<file path="config.mk">
export PLATFORM = sky130hd
export DESIGN_NAME = host_run_ctrl
export DESIGN_NICKNAME = d
export VERILOG_FILES = /design/src/rtl/run_ctrl_pkg.sv /design/src/rtl/dump_streamer.sv /design/src/rtl/host_run_ctrl.sv
export SDC_FILE = /design/constraint.sdc
export NUM_CORES = 1
export LEC_CHECK = 0
export ABC_AREA = 1
export BUFFER_PORTS_ARGS = -buffer_cell sky130_fd_sc_hd__buf_2
export CORE_MARGIN = 1
export CORE_UTILIZATION = 52
export CTS_BUF_LIST = sky130_fd_sc_hd__clkbuf_8
export DETAILED_ROUTE_END_ITERATION = 10
export MAX_ROUTING_LAYER = met4
export PLACE_DENSITY = 0.88
export SYNTH_ARGS = -nofsm -noshare
export SYNTH_HDL_FRONTEND = slang
export SYNTH_SLANG_ARGS = --single-unit
</file>
<file path="constraint.sdc">
create_clock -name clk -period 1.5 [get_ports clk]
set_input_delay 0 -clock clk [delete_from_list [all_inputs] [get_ports clk]]
set_output_delay 0 -clock clk [all_outputs]
set_load 0.1 [all_outputs]
</file>
<file path="src/rtl/run_ctrl_pkg.sv">
// Shared session state encoding and default geometry for the host run controller.
package run_ctrl_pkg;

  localparam int DW_DEF        = 8;
  localparam int AW_DEF        = 8;
  localparam int START_CYC_DEF = 2;

  typedef enum logic [2:0] {
    IDLE,
    CLEAR,
    LOAD,
    START,
    RUN,
    DUMP,
    DONE
  } state_t;

endpackage

</file>
<file path="src/rtl/dump_streamer.sv">
// Walks the result window of data memory: issues one read, aligns the 1-cycle read
// latency, and holds each word on the rd_* register until the consumer takes it.
module dump_streamer
  import run_ctrl_pkg::*;
#(
  parameter int DW = DW_DEF,
  parameter int AW = AW_DEF
) (
  input  logic          clk,
  input  logic          rst_n,
  input  logic          start,
  input  logic [AW-1:0] base,
  input  logic [AW:0]   len,
  input  logic          rd_ready,
  input  logic [DW-1:0] mem_rdata,
  output logic          active,
  output logic [AW-1:0] mem_addr,
  output logic          rd_valid,
  output logic [AW-1:0] rd_addr,
  output logic [DW-1:0] rd_data
);

  logic          pend;
  logic [AW-1:0] addr;
  logic [AW:0]   remain;

  assign mem_addr = addr;

  always_ff @(posedge clk or negedge rst_n) begin
    if (!rst_n) begin
      active   <= 1'b0;
      pend     <= 1'b0;
      addr     <= '0;
      remain   <= '0;
      rd_valid <= 1'b0;
      rd_addr  <= '0;
      rd_data  <= '0;
    end else if (start) begin
      active   <= (len != '0);
      pend     <= 1'b0;
      addr     <= base;
      remain   <= len;
      rd_valid <= 1'b0;
    end else if (active) begin
      if (pend) begin
        // mem_rdata now reflects the address issued last cycle
        pend     <= 1'b0;
        rd_valid <= 1'b1;
        rd_data  <= mem_rdata;
        rd_addr  <= addr;
        addr     <= addr + 1'b1;
        remain   <= remain - 1'b1;
      end else if (rd_valid) begin
        if (rd_ready) begin
          rd_valid <= 1'b0;
          if (remain == '0) active <= 1'b0;
        end
      end else begin
        pend <= 1'b1;
      end
    end
  end

endmodule

</file>
<file path="src/rtl/host_run_ctrl.sv">
// Host-side session sequencer: clear, preload, start, run, dump. Optional RUN-state
// watchdog is built when RUN_TIMEOUT_EN is defined (adds TIMEOUT and timed_out).
module host_run_ctrl
  import run_ctrl_pkg::*;
#(
  parameter int DW        = DW_DEF,
  parameter int AW        = AW_DEF,
  parameter int START_CYC = START_CYC_DEF
`ifdef RUN_TIMEOUT_EN
  , parameter int unsigned TIMEOUT = 2**20
`endif
) (
  input  logic          clk,
  input  logic          rst_n,
  input  logic          go,
  input  logic          ld_valid,
  output logic          ld_ready,
  input  logic [AW-1:0] ld_addr,
  input  logic [DW-1:0] ld_data,
  input  logic          ld_last,
  input  logic [AW-1:0] dump_base,
  input  logic [AW:0]   dump_len,
  output logic          mem_own,
  output logic          mem_we,
  output logic [AW-1:0] mem_addr,
  output logic [DW-1:0] mem_wdata,
  input  logic [DW-1:0] mem_rdata,
  output logic          cpu_start,
  input  logic          cpu_halt,
  output logic          rd_valid,
  input  logic          rd_ready,
  output logic [AW-1:0] rd_addr,
  output logic [DW-1:0] rd_data,
  output logic          busy,
  output logic          done,
  output logic [31:0]   run_cycles
`ifdef RUN_TIMEOUT_EN
  , output logic        timed_out
`endif
);

  localparam logic [AW-1:0] START_LAST = AW'(START_CYC - 1);

  state_t        state, state_nx;
  logic [AW-1:0] cnt;
  logic [AW-1:0] base_q;
  logic [AW:0]   len_q;
  logic          mem_we_q;
  logic [AW-1:0] mem_addr_q;
  logic [DW-1:0] mem_wdata_q;
  logic          accept, strm_start, strm_active;
  logic [AW-1:0] strm_addr;
  logic [31:0]   run_inc;

  function automatic logic [31:0] sat_inc(input logic [31:0] v);
    return (&v) ? v : v + 32'd1;
  endfunction

  assign accept  = ld_valid && ld_ready;
  assign run_inc = sat_inc(run_cycles);

  always_comb begin
    state_nx   = state;
    strm_start = 1'b0;
    case (state)
      IDLE, DONE: if (go) state_nx = CLEAR;
      CLEAR:      if (&cnt) state_nx = LOAD;
      LOAD:       if (accept && ld_last) state_nx = START;
      START:      if (cnt == START_LAST) state_nx = RUN;
      RUN: begin
        if (cpu_halt) begin
          if (len_q == '0) begin
            state_nx = DONE;
          end else begin
            state_nx   = DUMP;
            strm_start = 1'b1;
          end
        end
`ifdef RUN_TIMEOUT_EN
        else if (run_inc == 32'(TIMEOUT)) state_nx = DONE;
`endif
      end
      DUMP:       if (!strm_active) state_nx = DONE;
      default:    state_nx = IDLE;
    endcase
  end

  always_ff @(posedge clk or negedge rst_n) begin
    if (!rst_n) begin
      state       <= IDLE;
      cnt         <= '0;
      base_q      <= '0;
      len_q       <= '0;
      run_cycles  <= '0;
      mem_we_q    <= 1'b0;
      mem_addr_q  <= '0;
      mem_wdata_q <= '0;
`ifdef RUN_TIMEOUT_EN
      timed_out   <= 1'b0;
`endif
    end else begin
      state    <= state_nx;
      cnt      <= (state_nx != state) ? '0 : cnt + 1'b1;
      mem_we_q <= 1'b0;
      if ((state == IDLE || state == DONE) && go) begin
        base_q     <= dump_base;
        len_q      <= dump_len;
        run_cycles <= '0;
`ifdef RUN_TIMEOUT_EN
        timed_out  <= 1'b0;
`endif
      end
      if (state == CLEAR) begin
        mem_we_q    <= 1'b1;
        mem_addr_q  <= cnt;
        mem_wdata_q <= '0;
      end
      if (accept) begin
        mem_we_q    <= 1'b1;
        mem_addr_q  <= ld_addr;
        mem_wdata_q <= ld_data;
      end
      if (state == RUN) run_cycles <= run_inc;
`ifdef RUN_TIMEOUT_EN
      if (state == RUN && !cpu_halt && run_inc == 32'(TIMEOUT)) timed_out <= 1'b1;
`endif
    end
  end

  dump_streamer #(.DW(DW), .AW(AW)) u_streamer (
    .clk       (clk),
    .rst_n     (rst_n),
    .start     (strm_start),
    .base      (base_q),
    .len       (len_q),
    .rd_ready  (rd_ready),
    .mem_rdata (mem_rdata),
    .active    (strm_active),
    .mem_addr  (strm_addr),
    .rd_valid  (rd_valid),
    .rd_addr   (rd_addr),
    .rd_data   (rd_data)
  );

  // The final preload write lands in the first START cycle, so ownership is released only once it has
  assign mem_own   = !((state == START || state == RUN) && !mem_we_q);
  assign mem_we    = mem_we_q;
  assign mem_addr  = (state == DUMP) ? strm_addr : mem_addr_q;
  assign mem_wdata = mem_wdata_q;
  assign cpu_start = (state != RUN);
  assign ld_ready  = (state == LOAD);
  assign busy      = !(state == IDLE || state == DONE);
  assign done      = (state == DONE);

endmodule

</file>
==> results of run 1 <==
==> synth_stat cells, drive strengths merged, types with 2 or more instances <==
cell type and instances:
nor2 80, inv 87, nand2 237, or2 3
xor2 24, nor3 22, clkinv 2, o21ai 60
o211ai 9, buf 13, clkbuf 6, ha 5
nand4 5, a21oi 10, o221ai 2, nand3 64
o22ai 14, dfrtp 113
==> stage by stage <==
step	setup TNS, ps	std cells	hold WS (ps)	cell area [µm²]	worst slack (ps)
after floorplan	-16830	763	-295.6	6231	-372.9
after global placement	-2077	1123	-63.38	8016	-82.50
after detailed placement	-5024	1123	-62.49	8016	-213.0
after CTS	-10470	1235	15.44	9708	-214.2
==> cells by family after synthesis <==
| group | after synthesis |
|---|---|
| AND/OR/NAND/NOR | 412 |
| flip-flops | 113 |
| buffers and inverters | 108 |
| AO/OA/AOI/OAI | 100 |
| XOR/XNOR | 25 |
| adder cells (fa/ha/maj) | 5 |
==> layer usage <==
metal	overflow	track usage [%]
met5	-	-
met2	893	137.8
met1	6	86.70
met3	9	71.55
met4	194	113.7
==> timing repair <==
action	4_1_cts
resized for setup	142
buffers inserted	27
setup endpoints to repair	85
pin swaps	31
gates cloned	7
endpoints found under the hold margin	159
hold buffers	47
==> qor.tcl, run 1 <==
set qor(run_status) {aborted with a tool error}
set qor(failing_step) {global routing (5_1_grt)}
set qor(tool.error) {[ERROR GRT-0232] Routing congestion too high. Check the congestion heatmap in the GUI.}
set qor(proportion_of_netlist_area_held_by_the_largest_area_contributor_pct) 47.35
set qor(worst_endpoint) {cnt[2]$_DFF_PN0_/D}
set qor(synth-simple-area-share_pct) 30.44
set qor(synth_cells) 763
set qor(yosys.area.top_type) {sky130_fd_sc_hd__dfrtp_1}
set qor(synth_top_family_by_area) {simple AND/OR/NAND/NOR gates}
set qor(cts_max_level) 4
set qor(yosys.cell_types.count) 41
set qor(die_height_um) 109.2
set qor(postSynthNetCount) 816
set qor(floorplan.rows) 38
set qor(clockBufferDepth) 2
set qor(endpoint_type) {sequential cell input}
set qor(cts.root.buffer_cell) {sky130_fd_sc_hd__clkbuf_8}
set qor(synthMuxAreaShare_pct) 0
set qor(grt.overflow.total) 1102
set qor(global_route_usage_over_all_layers_pct) 102.2
set qor(post_synth_xor_area_fraction_pct) 3.666
set qor(number_of_flops_mapped_to_enable_cells_by_yosys) 0
set qor(ioPinCount) 119
set qor(ys_seq_elements) 113
set qor(cts_made_buffers) 17
set qor(cts.sinks) 113
set qor(post_synth_main_area_contributors) {sky130_fd_sc_hd__dfrtp_1 (47%), sky130_fd_sc_hd__nand2_1 (14%), sky130_fd_sc_hd__nand3_1 (5.0%), sky130_fd_sc_hd__inv_1 (4.8%), sky130_fd_sc_hd__nor2_1 (4.1%)}
set qor(yosys_most_used_dff) {sky130_fd_sc_hd__dfrtp_1}
set qor(synthAdderAreaFrac_pct) 1.048
set qor(postSynthAreaPerCell_um2) 7.827
set qor(start_util_pct) 54.14
set qor(ys.warnings.count) 0
set qor(largest_net_degree_at_the_start_of_global_routing) 44
set qor(routabilityCongestion) 0.9519
set qor(port-buffer-count) 118
set qor(synth_compound_gate_area_share_pct) 9.952
set qor(asyncSetResetFlopFracSynth_pct) 100.0
set qor(netlist_area_pre_place_mm2) 0.005972
set qor(yosysSeqAreaShare_pct) 47.35
set qor(dp_hpwl_mm) 13.35
set qor(die_w_um) 109.2
==> run 2: changes to the inputs <==
--- a/config.mk
+++ b/config.mk
@@ -8,11 +8,9 @@
 export ABC_AREA = 1
 export BUFFER_PORTS_ARGS = -buffer_cell sky130_fd_sc_hd__buf_2
 export CORE_MARGIN = 1
-export CORE_UTILIZATION = 52
-export CTS_BUF_LIST = sky130_fd_sc_hd__clkbuf_8
+export CORE_UTILIZATION = 40
 export DETAILED_ROUTE_END_ITERATION = 10
-export MAX_ROUTING_LAYER = met4
-export PLACE_DENSITY = 0.88
+export PLACE_DENSITY_LB_ADDON = 0.15
 export SYNTH_ARGS = -nofsm -noshare
 export SYNTH_HDL_FRONTEND = slang
 export SYNTH_SLANG_ARGS = --single-unit
==> constraint.sdc (replaced) <==
create_clock -name clk -period 2 [get_ports clk]
set_input_delay 0 -clock clk [delete_from_list [all_inputs] [get_ports clk]]
set_output_delay 0 -clock clk [all_outputs]
set_load 0.1 [all_outputs]
==> qor.tcl, run 2 <==
set qor(final-instance-count-excl-fill) 1147
set qor(crit_type) {reg2out}
set qor(grt_setup_unrepaired) {false}
set qor(clk-insertion-delay-late_ps) 420
set qor(placedInstanceArea_mm2) 0.006874 ;# -14%
set qor(post_synth_most_frequent_cells) {sky130_fd_sc_hd__nand2_1 (225), sky130_fd_sc_hd__dfrtp_1 (113), sky130_fd_sc_hd__inv_1 (76)}
set qor(cp_max_fo) 13
set qor(start_kind) {register}
set qor(reg.largest.list) {run_cycles x32, len_q x9, u_streamer.remain x9}
set qor(vias_per_cell) 4.927
set qor(max_freq_mhz) 535.6
set qor(number_of_antenna_violations_at_the_first_check_in_global_routing) 0
set qor(yosys.cell_types.count) 41 ;# unchanged
set qor(vdd.ir_drop.worst_mv) 1.583
set qor(path_clk_slew_ps) 50
set qor(routed-via-count) 5651
set qor(number_of_flops_mapped_to_enable_cells_by_yosys) 0 ;# unchanged
set qor(remaining_drc_errors) 0
set qor(avgRoutedWirePerCell_um) 14.52
set qor(intPower_mw) 5.725
set qor(finClkSkew_ps) 6.476
set qor(critical-path-max-stage-delay_ps) 480
set qor(routabilityCongestion) 0.9061 ;# -4.8%
set qor(floorplan.rows) 44 ;# +16%
set qor(core_mm2) 0.01453
set qor(crit_path_end_kind) {output port}
set qor(ys.warnings.count) 0 ;# unchanged
set qor(postRouteAntennaNets) 0
set qor(tightestPinTransition_ps) 571.4
set qor(grt_first_pass_wirelength_mm) 26.30
set qor(area.growth.synth_to_final_pct) 34.42
set qor(yosys.area.top_type) {sky130_fd_sc_hd__dfrtp_1}
set qor(max_flop_register) {run_cycles}
set qor(postSynthAreaPerCell_um2) 7.827 ;# unchanged
set qor(worst_ep_required_time_ps) 2000
set qor(die_area_mm2) 0.01542
set qor(worstPathCellList) {nor2_2, nand2_2, inv_4, buf_4, o21bai_2, buf_2}
set qor(post-layout-total-power_mw) 10.52
set qor(pwr-share-clk_pct) 27.8
set qor(leakage_dissipation_nw) 3.847
set qor(detail_route.wirelength_mm) 16.66
set qor(cts_made_buffers) 17 ;# unchanged
set qor(postSynthNetCount) 816 ;# unchanged
set qor(cts_tree) {done}
set qor(start_util_pct) 41.09 ;# -13 points
set qor(first_iter_violations) 376
set qor(proportion_of_netlist_area_held_by_the_largest_area_contributor_pct) 47.35 ;# unchanged
set qor(clockBufferDepth) 2 ;# unchanged
set qor(ys_seq_elements) 113 ;# unchanged
set qor(die_w_um) 124.2 ;# +14%
set qor(cts.sinks) 113 ;# unchanged
set qor(synth_most_common_cell) {sky130_fd_sc_hd__nand2_1}
set qor(final_area_mm2) 0.008028
set qor(cap_viol_max_count) 0
set qor(largest_net_degree_at_the_start_of_global_routing) 59
set qor(power_density_mw_per_mm2) 1310
set qor(layout.cells.most_common_list) {sky130_fd_sc_hd__nand2_1 (224), sky130_fd_sc_hd__buf_2 (110), sky130_fd_sc_hd__dfrtp_1 (82), sky130_fd_sc_hd__inv_1 (76), sky130_fd_sc_hd__nor2_1 (65)}
set qor(netlist_area_pre_place_mm2) 0.005972 ;# unchanged
set qor(die_height_um) 124.2 ;# +14%
set qor(cp_top_family) {buffers and inverters}
set qor(p_switching_mw) 4.792
set qor(ioPinCount) 119 ;# unchanged
set qor(post-route-period-util_pct) 93.35
set qor(yosysSeqAreaShare_pct) 47.35 ;# unchanged
set qor(final_setup_viols) 0
set qor(max_reg_flops) 32
set qor(min_period_ps) 1867
set qor(diodes) 0
set qor(grt.overflow.total) 0
set qor(timing.critical_path.buf_inv) 3
set qor(p_seq_share_pct) 31.8
set qor(layout-drive-gt1-share_pct) 27.10
set qor(run_status) {completed}
set qor(port-buffer-count) 118 ;# unchanged
set qor(final_hold_viol_count) 0
set qor(place.detailed.instances) 1063 ;# -5.3%
set qor(slew-limit-headroom_pct) 61.78
set qor(yosys_most_used_dff) {sky130_fd_sc_hd__dfrtp_1}
set qor(cts_max_level) 4 ;# unchanged
set qor(synth_cells) 763 ;# unchanged
set qor(timing.hold.worst.class) {in2async}
set qor(layout_commonest_cell) {sky130_fd_sc_hd__nand2_1}
set qor(post_synth_main_area_contributors) {sky130_fd_sc_hd__dfrtp_1 (47%), sky130_fd_sc_hd__nand2_1 (14%), sky130_fd_sc_hd__nand3_1 (5.0%), sky130_fd_sc_hd__inv_1 (4.8%), sky130_fd_sc_hd__nor2_1 (4.1%)}
set qor(cts.root.buffer_cell) {sky130_fd_sc_hd__clkbuf_16}
set qor(critPathSlowestCell) {sky130_fd_sc_hd__dfrtp_1}
set qor(count_of_nets_after_finishing) 1004
set qor(dp_hpwl_mm) 11.65 ;# -13%
set qor(slew_viol_final) 0
set qor(global_route_usage_over_all_layers_pct) 22.77
set qor(drt_pre_antenna_iters) 5
set qor(first_global_vias) 5269
set qor(crit_arrival_ps) 1870
set qor(switching_share_pct) 45.56
set qor(p_comb_share_pct) 40.4
set qor(asyncSetResetFlopFracSynth_pct) 100.0 ;# unchanged
==> run 2: cell counts after synthesis <==
No cell type changed its count.
==> run 2: final cells by class <==
class                           count  area, µm²
Fill cell                        1388       6506
Timing Repair Buffer              188       1287
Tap cell                          184      230.2
Inverter                           89      344.1
Clock buffer                       20      456.7
Clock inverter                     11      113.9
Multi-Input combinational cell    542       2724
Sequential cell                   113       2872
==> run 2: power groups by stage <==
stage | Sequential (mW) | Combinational [mW] | Clock, mW
3_5_place_dp | 3.36 | 4.11 | 0
5_1_grt | 3.42 | 4.59 | 3.07
2_1_floorplan | 4.93 | 1.74 | 0
6_report | 3.34 | 4.25 | 2.93
3_3_place_gp | 3.36 | 4.08 | 0
4_1_cts | 3.33 | 4.23 | 2.98
==> run 2: logic make-up (layout without fill, tap and decap cells) <==
logic type,Yosys count,count (layout),share of synthesized area (%)
AOI/OAI and AO/OA,100,100,9.952
xor gates and xnor gates,25,25,3.666
adders and majority gates,5,5,1.048
buffers and inverters,108,308,7.542
DFF,113,113,47.35
and+or+nand+nor,412,412,30.44
==> run 2: tightest hold or removal path, delay by kind of cell <==
family | cells | cell delay, ps
buffers and inverters | 3 | 960
==> run 2: per-stage QoR <==
stage	hold WS [ps]	setup slack, ps	TNS [ps]	utilization (%)
2_1_floorplan	-295.6	-277.5	-5263	-
3_3_place_gp	-127.8	114.2	0	47.30
3_5_place_dp	-126.9	57.97	0	47.30
4_1_cts	178.3	24.87	0	54.67
5_1_grt	204.3	4.377	0	55.23
6_report	168.2	132.9	0	55.23
==> run 2: layer usage <==
metal / vias up / GRT usage [%] / routed length [µm]
met5: - / 0 / 0
met4: 0 / 8.705 / 282
met3: 23 / 5.266 / 716
met2: 144 / 35.98 / 7787
met1: 2650 / 30.21 / 7873
li1: 2834 / - / -
==> run 2: timing repair <==
action | in CTS | in global routing
resized for setup | 4 | 10
hold buffers | 49 | 0
hold endpoints to repair | 160 | 0
buffers inserted | 0 | 4
endpoints found under the setup margin | 4 | 26
==> run 2: path summary, 6_finish.rpt <==
kind	slack (ps)	to	cells after the start	startpoint
setup / recovery	130	mem_own	6	state[0]
hold / removal	170	u_streamer.rd_data[6]	3	rst_n
setup reg to reg	170	run_cycles[17]	10	run_cycles[0]
hold reg to reg	470	u_streamer.rd_data[3]	2	u_streamer.rd_data[3]
max in group asynchronous	850	run_cycles[23]	3	rst_n
min in group clk	300	len_q[2]	4	dump_len[2]
(Power assumes the default switching activity.)
